[src/rtl/plru_update_unit_pkg.sv]
// Shared types and constants for the 4-way tree-PLRU replacement front end.
package plru_update_unit_pkg;

    localparam int PLRU_WIDTH = 3;
    localparam int NUM_WAYS   = 4;

    typedef logic [PLRU_WIDTH-1:0]        plru_bits_t;
    typedef logic [$clog2(NUM_WAYS)-1:0]  way_t;

endpackage

[src/rtl/plru_update_unit_if.sv]
// Request/response handshake bundle between the cache pipeline and the PLRU update unit.
interface plru_update_unit_if
    import plru_update_unit_pkg::*;
#(
    parameter int S_INDEX = 4
);

    logic               req_valid;
    logic               req_ready;
    logic [S_INDEX-1:0] req_set;
    logic               req_hit;
    way_t               req_way;
    logic               resp_valid;
    logic               resp_ready;
    way_t               resp_way;
    logic [S_INDEX-1:0] resp_set;

    modport master (
        output req_valid, req_set, req_hit, req_way, resp_ready,
        input  req_ready, resp_valid, resp_way, resp_set
    );

    modport slave (
        input  req_valid, req_set, req_hit, req_way, resp_ready,
        output req_ready, resp_valid, resp_way, resp_set
    );

endinterface

[src/rtl/plru_update_unit_plru_tree4.sv]
// Combinational 4-way tree-PLRU: victim selection and post-access state update.
module plru_tree4
    import plru_update_unit_pkg::*;
(
    input  plru_bits_t bits,
    input  way_t       way,
    output way_t       victim,
    output plru_bits_t new_bits
);

    // Root bit picks the pair, the pair bit picks the way inside it.
    always_comb begin
        victim = bits[0] ? (bits[2] ? 2'd3 : 2'd2) : (bits[1] ? 2'd1 : 2'd0);
    end

    // Point every tree node on the used way's path away from it; the other pair bit is kept.
    always_comb begin
        new_bits = bits;
        if (way[1]) begin
            new_bits[0] = 1'b0;
            new_bits[2] = (way == 2'd2);
        end else begin
            new_bits[0] = 1'b1;
            new_bits[1] = (way == 2'd0);
        end
    end

endmodule

[src/rtl/plru_update_unit.sv]
// Two-stage tree-PLRU update unit with last-write bypass. Optional statistics
// counters are enabled by defining PLRU_STATS_EN.
module plru_update_unit
    import plru_update_unit_pkg::*;
#(
    parameter int S_INDEX = 4
`ifdef PLRU_STATS_EN
    , parameter int CNT_WIDTH = 32
`endif
)
(
    input  logic               clk,
    input  logic               rst,
    plru_update_unit_if.slave  bus,
    output logic               lru_csb0,
    output logic               lru_web0,
    output logic [S_INDEX-1:0] lru_addr0,
    input  plru_bits_t         lru_dout0,
    output logic               lru_csb1,
    output logic               lru_web1,
    output logic [S_INDEX-1:0] lru_addr1,
    output plru_bits_t         lru_din1
`ifdef PLRU_STATS_EN
    , output logic [CNT_WIDTH-1:0] hit_count
    , output logic [CNT_WIDTH-1:0] miss_count
`endif
);

    logic               s1_valid;
    logic [S_INDEX-1:0] s1_set;
    logic               s1_hit;
    way_t               s1_way;
    logic               byp_valid;
    logic [S_INDEX-1:0] byp_set;
    plru_bits_t         byp_bits;

    logic               accept;
    logic               fire;
    plru_bits_t         cur_bits;
    plru_bits_t         new_bits;
    way_t               victim;
    way_t               use_way;

    assign bus.req_ready = !s1_valid || bus.resp_ready;
    // No array read may be launched while reset is held, even if a request is presented.
    assign accept        = bus.req_valid && bus.req_ready && !rst;
    assign fire          = s1_valid && bus.resp_ready;

    // The previous write lands in the array on the same edge this read samples, so prefer the bypass copy.
    assign cur_bits = (byp_valid && (byp_set == s1_set)) ? byp_bits : lru_dout0;
    assign use_way  = s1_hit ? s1_way : victim;

    plru_tree4 u_tree (
        .bits     (cur_bits),
        .way      (use_way),
        .victim   (victim),
        .new_bits (new_bits)
    );

    assign bus.resp_valid = s1_valid;
    assign bus.resp_way   = s1_valid ? use_way : 2'd0;
    assign bus.resp_set   = s1_set;

    assign lru_csb0  = !accept;
    assign lru_web0  = 1'b1;
    assign lru_addr0 = accept ? bus.req_set : {S_INDEX{1'b0}};
    assign lru_csb1  = !fire;
    assign lru_web1  = !fire;
    assign lru_addr1 = fire ? s1_set : {S_INDEX{1'b0}};
    assign lru_din1  = fire ? new_bits : 3'b000;

    // S1 request register: loads on accept, empties when the response leaves without a follower.
    always_ff @(posedge clk or posedge rst) begin
        if (rst) begin
            s1_valid <= 1'b0;
            s1_set   <= {S_INDEX{1'b0}};
            s1_hit   <= 1'b0;
            s1_way   <= 2'd0;
        end else if (accept) begin
            s1_valid <= 1'b1;
            s1_set   <= bus.req_set;
            s1_hit   <= bus.req_hit;
            s1_way   <= bus.req_way;
        end else if (fire) begin
            s1_valid <= 1'b0;
        end
    end

    // Bypass register mirrors the most recent array write.
    always_ff @(posedge clk or posedge rst) begin
        if (rst) begin
            byp_valid <= 1'b0;
            byp_set   <= {S_INDEX{1'b0}};
            byp_bits  <= 3'b000;
        end else if (fire) begin
            byp_valid <= 1'b1;
            byp_set   <= s1_set;
            byp_bits  <= new_bits;
        end
    end

`ifdef PLRU_STATS_EN
    // Saturating hit/miss counters, stepped once per delivered response.
    always_ff @(posedge clk or posedge rst) begin
        if (rst) begin
            hit_count  <= {CNT_WIDTH{1'b0}};
            miss_count <= {CNT_WIDTH{1'b0}};
        end else if (fire) begin
            if (s1_hit) begin
                if (hit_count != {CNT_WIDTH{1'b1}}) begin
                    hit_count <= hit_count + {{(CNT_WIDTH-1){1'b0}}, 1'b1};
                end
            end else begin
                if (miss_count != {CNT_WIDTH{1'b1}}) begin
                    miss_count <= miss_count + {{(CNT_WIDTH-1){1'b0}}, 1'b1};
                end
            end
        end
    end
`endif

endmodule

[src/flat_wrapper.sv]
// flat-port wrapper written by rule: the top's interface ports become plain ports
module plru_update_unit_flat import plru_update_unit_pkg::*;
#(
    parameter int S_INDEX = 4

)
  (clk, rst, lru_csb0, lru_web0, lru_addr0, lru_dout0, lru_csb1, lru_web1, lru_addr1, lru_din1, bus_req_valid, bus_req_set, bus_req_hit, bus_req_way, bus_resp_ready, bus_req_ready, bus_resp_valid, bus_resp_way, bus_resp_set);
  plru_update_unit_if #(.S_INDEX(S_INDEX)) bus_i ();
  input  logic clk;
  input  logic rst;
  output logic lru_csb0;
  output logic lru_web0;
  output logic [S_INDEX-1:0] lru_addr0;
  input  plru_bits_t lru_dout0;
  output logic lru_csb1;
  output logic lru_web1;
  output logic [S_INDEX-1:0] lru_addr1;
  output plru_bits_t lru_din1;
  input wire logic [$bits(bus_i.req_valid)-1:0] bus_req_valid;
  input wire logic [$bits(bus_i.req_set)-1:0] bus_req_set;
  input wire logic [$bits(bus_i.req_hit)-1:0] bus_req_hit;
  input wire logic [$bits(bus_i.req_way)-1:0] bus_req_way;
  input wire logic [$bits(bus_i.resp_ready)-1:0] bus_resp_ready;
  output wire logic [$bits(bus_i.req_ready)-1:0] bus_req_ready;
  output wire logic [$bits(bus_i.resp_valid)-1:0] bus_resp_valid;
  output wire logic [$bits(bus_i.resp_way)-1:0] bus_resp_way;
  output wire logic [$bits(bus_i.resp_set)-1:0] bus_resp_set;
  assign bus_i.req_valid = bus_req_valid;
  assign bus_i.req_set = bus_req_set;
  assign bus_i.req_hit = bus_req_hit;
  assign bus_i.req_way = bus_req_way;
  assign bus_i.resp_ready = bus_resp_ready;
  assign bus_req_ready = bus_i.req_ready;
  assign bus_resp_valid = bus_i.resp_valid;
  assign bus_resp_way = bus_i.resp_way;
  assign bus_resp_set = bus_i.resp_set;
  plru_update_unit #(.S_INDEX(S_INDEX)) u_core (.clk(clk), .rst(rst), .bus(bus_i), .lru_csb0(lru_csb0), .lru_web0(lru_web0), .lru_addr0(lru_addr0), .lru_dout0(lru_dout0), .lru_csb1(lru_csb1), .lru_web1(lru_web1), .lru_addr1(lru_addr1), .lru_din1(lru_din1));
endmodule
[config.mk]
export PLATFORM = sky130hd
export DESIGN_NAME = plru_update_unit_flat
export DESIGN_NICKNAME = d
export VERILOG_FILES = /design/src/rtl/plru_update_unit_pkg.sv /design/src/rtl/plru_update_unit_if.sv /design/src/rtl/plru_update_unit_plru_tree4.sv /design/src/rtl/plru_update_unit.sv /design/src/flat_wrapper.sv
export SDC_FILE = /design/constraint.sdc
export NUM_CORES = 1
export LEC_CHECK = 0
export BUFFER_PORTS_ARGS = -buffer_cell sky130_fd_sc_hd__buf_2
export CORE_MARGIN = 2
export CORE_UTILIZATION = 43
export CTS_CLUSTER_DIAMETER = 100
export DETAILED_ROUTE_END_ITERATION = 6
export PLACE_DENSITY = 0.7
export RECOVER_POWER = 50
export SLEW_MARGIN = 20
export SYNTH_ARGS = -nofsm -noshare
export SYNTH_HDL_FRONTEND = slang
export SYNTH_SLANG_ARGS = --single-unit
[constraint.sdc]
create_clock -name clk -period 1.4 [get_ports clk]
set_clock_uncertainty 0.05 [all_clocks]
set_input_delay 0.21 -clock clk [delete_from_list [all_inputs] [get_ports clk]]
set_output_delay 0.21 -clock clk [all_outputs]
set_load 0.02 [all_outputs]
# After elaboration in Yosys (flattened, before gate mapping)
# Cells that the tools add are included.
# totals
register_bits	16
elab_cells	34
out_inout_bits	23
input_bits	14
# classes
reduce_logical	11
muxes	14
eq_ne	2
# op_table
op	count
$mux 4	2
$mux 1	7
$mux 2	3
$mux 3	2
$eq 4x4->1	1
$logic_and 1x1->1	4
$logic_not 1->1	4
$eq 2x2->1 const B	1
$logic_not 2->1	1
$reduce_bool 2->1	1
$logic_or 1x1->1	1

# Depth between registers and ports, before layout
# depth
word_depth	9
depth_mapped	6
ltp_nobuf	5

# Hierarchy
# From an unflattened synthesis, not the netlist that was laid out.
# unflattened
cells_unflattened	80
area_unflattened_um2	855.8
# by_module_without_submodules
module	seq_area_each_um2	area_per_inst_um2	instances	cells_each
plru_update_unit	400.4	804.5	1	73
plru_tree4	0.0	51.3	1	7

# Worst setup path after synthesis
# No wires, ideal clock.
# synth_path
path_type	reg2out
start	reg u_core.s1_set[1] (netlist: u_core.bus.resp_set[1])
end	out lru_din1[2]
arrival_time_ps	1546
path_stages_with_launch	6
n_path_buf	0
required_ps	1140
setup_slack_ps	-406
cell_sequence	dfrtp_1 > xnor2_1 > and3_2 > a211oi_2 > o2bb2ai_1 > a31oi_1
# synth_between
elab_chain_len	9
elab_cells_between_ends	10
classes_between	eq/ne (2); mux (7); reduce/logical (1)
# synth_lines
element	line_no	text
start, declared	plru_update_unit.sv:30	logic [S_INDEX-1:0] s1_set;
start signal, assigned	plru_update_unit.sv:76	s1_set <= {S_INDEX{1'b0}};
start signal, assigned	plru_update_unit.sv:81	s1_set <= bus.req_set;
$eq 4x4->1 (*)	plru_update_unit.sv:50	assign cur_bits = (byp_valid && (byp_set == s1_set)) ? byp_bits : lru_dout0;
$logic_and 1x1->1 (*)	plru_update_unit.sv:50	
$mux 3 (*)	plru_update_unit.sv:50	
$mux 1	plru_update_unit_plru_tree4.sv:13	victim = bits[0] ? (bits[2] ? 2'd3 : 2'd2) : (bits[1] ? 2'd1 : 2'd0);
$mux 2	plru_update_unit_plru_tree4.sv:13	
$mux 2	plru_update_unit.sv:51	assign use_way = s1_hit ? s1_way : victim;
$eq 2x2->1	plru_update_unit_plru_tree4.sv:21	new_bits[2] = (way == 2'd2);
$mux 1 (*)	plru_update_unit_plru_tree4.sv:19	if (way[1]) begin
$mux 3 (*)	plru_update_unit.sv:70	assign lru_din1 = fire ? new_bits : 3'b000;
end, declared	flat_wrapper.sv:18	output plru_bits_t lru_din1;
# Mark *: on every way between the ends. The rest lies on a longest branch, timed or not.

# Worst setup path in the final report
# layout_path
start	reg u_core.byp_set[3]
end	out bus_resp_way[0]
# layout_between
elab_chain_len	7
elab_cells_between_ends	8
classes_between	eq/ne (1); mux (6); reduce/logical (1)
# layout_lines
element	line_no	text
start, declared	plru_update_unit.sv:34	logic [S_INDEX-1:0] byp_set;
start signal, assigned	plru_update_unit.sv:93	byp_set <= {S_INDEX{1'b0}};
start signal, assigned	plru_update_unit.sv:97	byp_set <= s1_set;
$eq 4x4->1 (*)	plru_update_unit.sv:50	
$logic_and 1x1->1 (*)	plru_update_unit.sv:50	
$mux 3 (*)	plru_update_unit.sv:50	
$mux 1	plru_update_unit_plru_tree4.sv:13	
$mux 2 (*)	plru_update_unit_plru_tree4.sv:13	
$mux 2 (*)	plru_update_unit.sv:51	
$mux 2 (*)	plru_update_unit.sv:61	assign bus.resp_way = s1_valid ? use_way : 2'd0;
end, declared	flat_wrapper.sv:26	output wire logic [$bits(bus_i.resp_way)-1:0] bus_resp_way;
# Marked as above.

==> impl_metrics.yaml <==
place:
  placedCellCount: 178
  dp_hpwl_um: 1920
  gp_congestion: 0.890
  place_area_um2: 1380
  io_buffers: 35
  pre_cts_ws_ns: -0.411
die:
  ios: 37
  num_rows: 17
  dieArea_um2: 2670
  core_area_um2: 2170
  die_h_um: 51.7
  die_x_um: 51.7
  start_util: 0.450
critical_path:
  crit_arrival_ns: 1.80
  crit_type: "flip-flop to output pin"
  end_kind: "output pin"
  startpoint_type: "flip-flop"
  critPathMaxFanout: 4
  cp.required_ns: 1.14
routing:
  drt-initial-drc-count: 15
  dr.max_layer_used: "met4"
  drt-met1-wl_um: 1210
  wl_per_cell_um: 15.6
  dr_wl_met2_um: 1770
  wl_met3_um: 117
  routed_wirelength_um: 3130
  ant_nets: 0
  avgViaCountPerCell: 5.22
  dr_total_vias: 1044
  post-route-drc-count: 0
  firstDrtPassIters: 4
cells_and_area:
  stdcell_area_um2: 1790
  antenna_cells: 0
  area_growth_pct: 82.7
  nets: 187
  final_cells: 200
  drive_above_1_share: 0.698
grt:
  grt_use_total: 0.240
  grt_max_degree: 17
  grt-ovfl-total: 0
  grt_pass1_wl_um: 4730
  grt_pass1_vias: 1062
  antenna_found_initial: 0
synth:
  postSynthAreaPerCell_um2: 9.58
  synth_fp_nets: 116
  ys_warn_count: 0
  ys_seq_area_frac: 0.410
  synth_cell_types: 37
  netlist_top_cells_area: "dfrtp_1, a21o_1, o21ai_0"
  postSynthCellCount: 102
  yosys_most_used_dff: "dfrtp_1"
  synth_seq_cells: 16
  synth_top_area_share: 0.410
  synth_edf_count: 0
  synth_common_cells: "dfrtp_1, o21ai_0, a21o_1"
  yosysMostFrequentCell: "dfrtp_1"
  async_flop_share: 1.00
  synth_area_um2: 977
  yosysTopAreaCell: "dfrtp_1"
clock_network:
  root_buffer: "clkbuf_4"
  cts_max_level: 1
  clock_latency_ns: 0.28
  path_clk_slew_ns: 0.10
  cts_sinks: 16
  cts_tree: "built"
  numCtsBuffers: 3
  clk_path_buf_depth: 2
status:
  status: "finished, violations left"
  violations: "negative setup slack"
sta:
  finalCriticalPeriod_ns: 2.06
  fin_crit_sh: 1.47
  fin_ws_ns: -0.661
  slew_viol_final: 0
  rsz0062_at_grt: "true"
  hold_viol: 0
  finalSetupViolCount: 18
  whs_ns: 0.0982
  max_freq_ghz: 0.485
  setup-tns-final_ns: -4.61
power_and_ir_drop:
  power_density_nw_per_um2: 1230
  pwr-share-comb: 0.539
  power_switching_uw: 836
  p_clk_frac: 0.141
  leakage_uw: 0.000885
  vdd.ir_drop.worst_mv: 0.960
  pwr-share-seq: 0.320
  p_sw_frac: 0.381
  internal_power_uw: 1360
run:
  drv_cap: 0
hold_path:
  hold_path.class: "input port to flip-flop"
==> worst max-delay path, cell delays in order, from the launching register on <==
cell	delay, ns
dfrtp_2	0.46
xnor2_4	0.22
and2_4	0.23
nand2_4	0.06
a211o_1	0.29
a21boi_4	0.14
buf_6	0.13
==> routing by layer <==
metal | GRT usage | vias to the layer above
li1 | - | 503
met1 | 0.283 | 508
met4 | 0.0833 | 0
met2 | 0.449 | 29
met3 | 0.0230 | 4
met5 | 0 | -
==> final timing paths <==
kind,start,to,slack (ns),depth (start not counted)
setup reg to reg,u_core.bus.resp_set[1]$_DFFE_PP0P_,u_core.byp_bits[1]$_DFFE_PP0P_,-0.20,6
setup / recovery,u_core.byp_set[3]$_DFFE_PP0P_,bus_resp_way[0],-0.66,6
hold reg to reg,u_core.byp_set[1]$_DFFE_PP0P_,u_core.byp_set[1]$_DFFE_PP0P_,0.49,1
max in group asynchronous,rst,u_core.s1_hit$_DFFE_PP0P_,0.43,4
hold / removal,bus_req_hit,u_core.s1_hit$_DFFE_PP0P_,0.1,2
min in group asynchronous,rst,u_core.byp_set[3]$_DFFE_PP0P_,0.56,4
==> power by group through the flow <==
stage               sequential (uW)  clock [uW]  combinational (uW)
finish                          701         311                1180
global route                    716         329                1260
CTS                             677         317                 995
detailed placement              685           0                 857
global placement                680           0                 835
floorplan                       692           0                 540
==> cell families (layout without fill, tap and decap cells) <==
logic type | Yosys count | count (layout) | synth area share
AOI/OAI and AO/OA | 32 | 32 | 0.245
xor gates and xnor gates | 5 | 5 | 0.0448
buffers and inverters | 10 | 80 | 0.0486
DFF | 16 | 16 | 0.410
muxes | 5 | 5 | 0.0551
other | 1 | 1 | 0.00384
and+or+nand+nor | 33 | 33 | 0.193
==> through the flow <==
| stage | total power, uW | utilization |
|---|---|---|
| detailed placement | 1540 | 0.637 |
| global route | 2310 | 0.823 |
| CTS | 1990 | 0.755 |
| floorplan | 1230 | - |
| finish | 2200 | 0.823 |
| global placement | 1520 | 0.637 |
==> registers in the layout (all words and copies together), names as in the netlist <==
name and flops:
u_core.bus.resp_valid 1, u_core.byp_set 4, u_core.byp_valid 1, u_core.s1_way 2, u_core.byp_bits 3, u_core.s1_hit 1
u_core.bus.resp_set 4
==> placed cells by master, fill, tap and decap left out, types with 2 or more instances in the layout <==
master    instances
o21ai_2           3
nand2_1           2
nand3_1           3
buf_6            23
dfrtp_2           7
nor2_2            2
buf_2            20
o21ai_1           3
buf_4            25
clkbuf_4          3
nand2b_1          2
and2_4            7
and3_4            6
inv_1             2
xnor2_2           3
nor2_1            2
o21ai_0           3
mux2_4            3
a21o_1            8
mux2i_1           2
dfrtp_1           9
==> area by class of cell <==
cell class,count,area [um^2]
Tap cell,28,35.0
Clock buffer,4,36.3
Timing Repair Buffer,71,566
Fill cell,125,384
Inverter,5,30.0
Sequential cell,16,409
Multi-Input combinational cell,76,709
==> what timing repair did <==
item                                   in CTS  in global routing
pin swaps                                  17                 16
setup endpoints to repair                  19                 25
resized for setup                          44                 26
hold buffers                                1                  0
setup buffers                               9                 10
endpoints found under the hold margin      16                  0
Power figures use the tool's default switching activity.
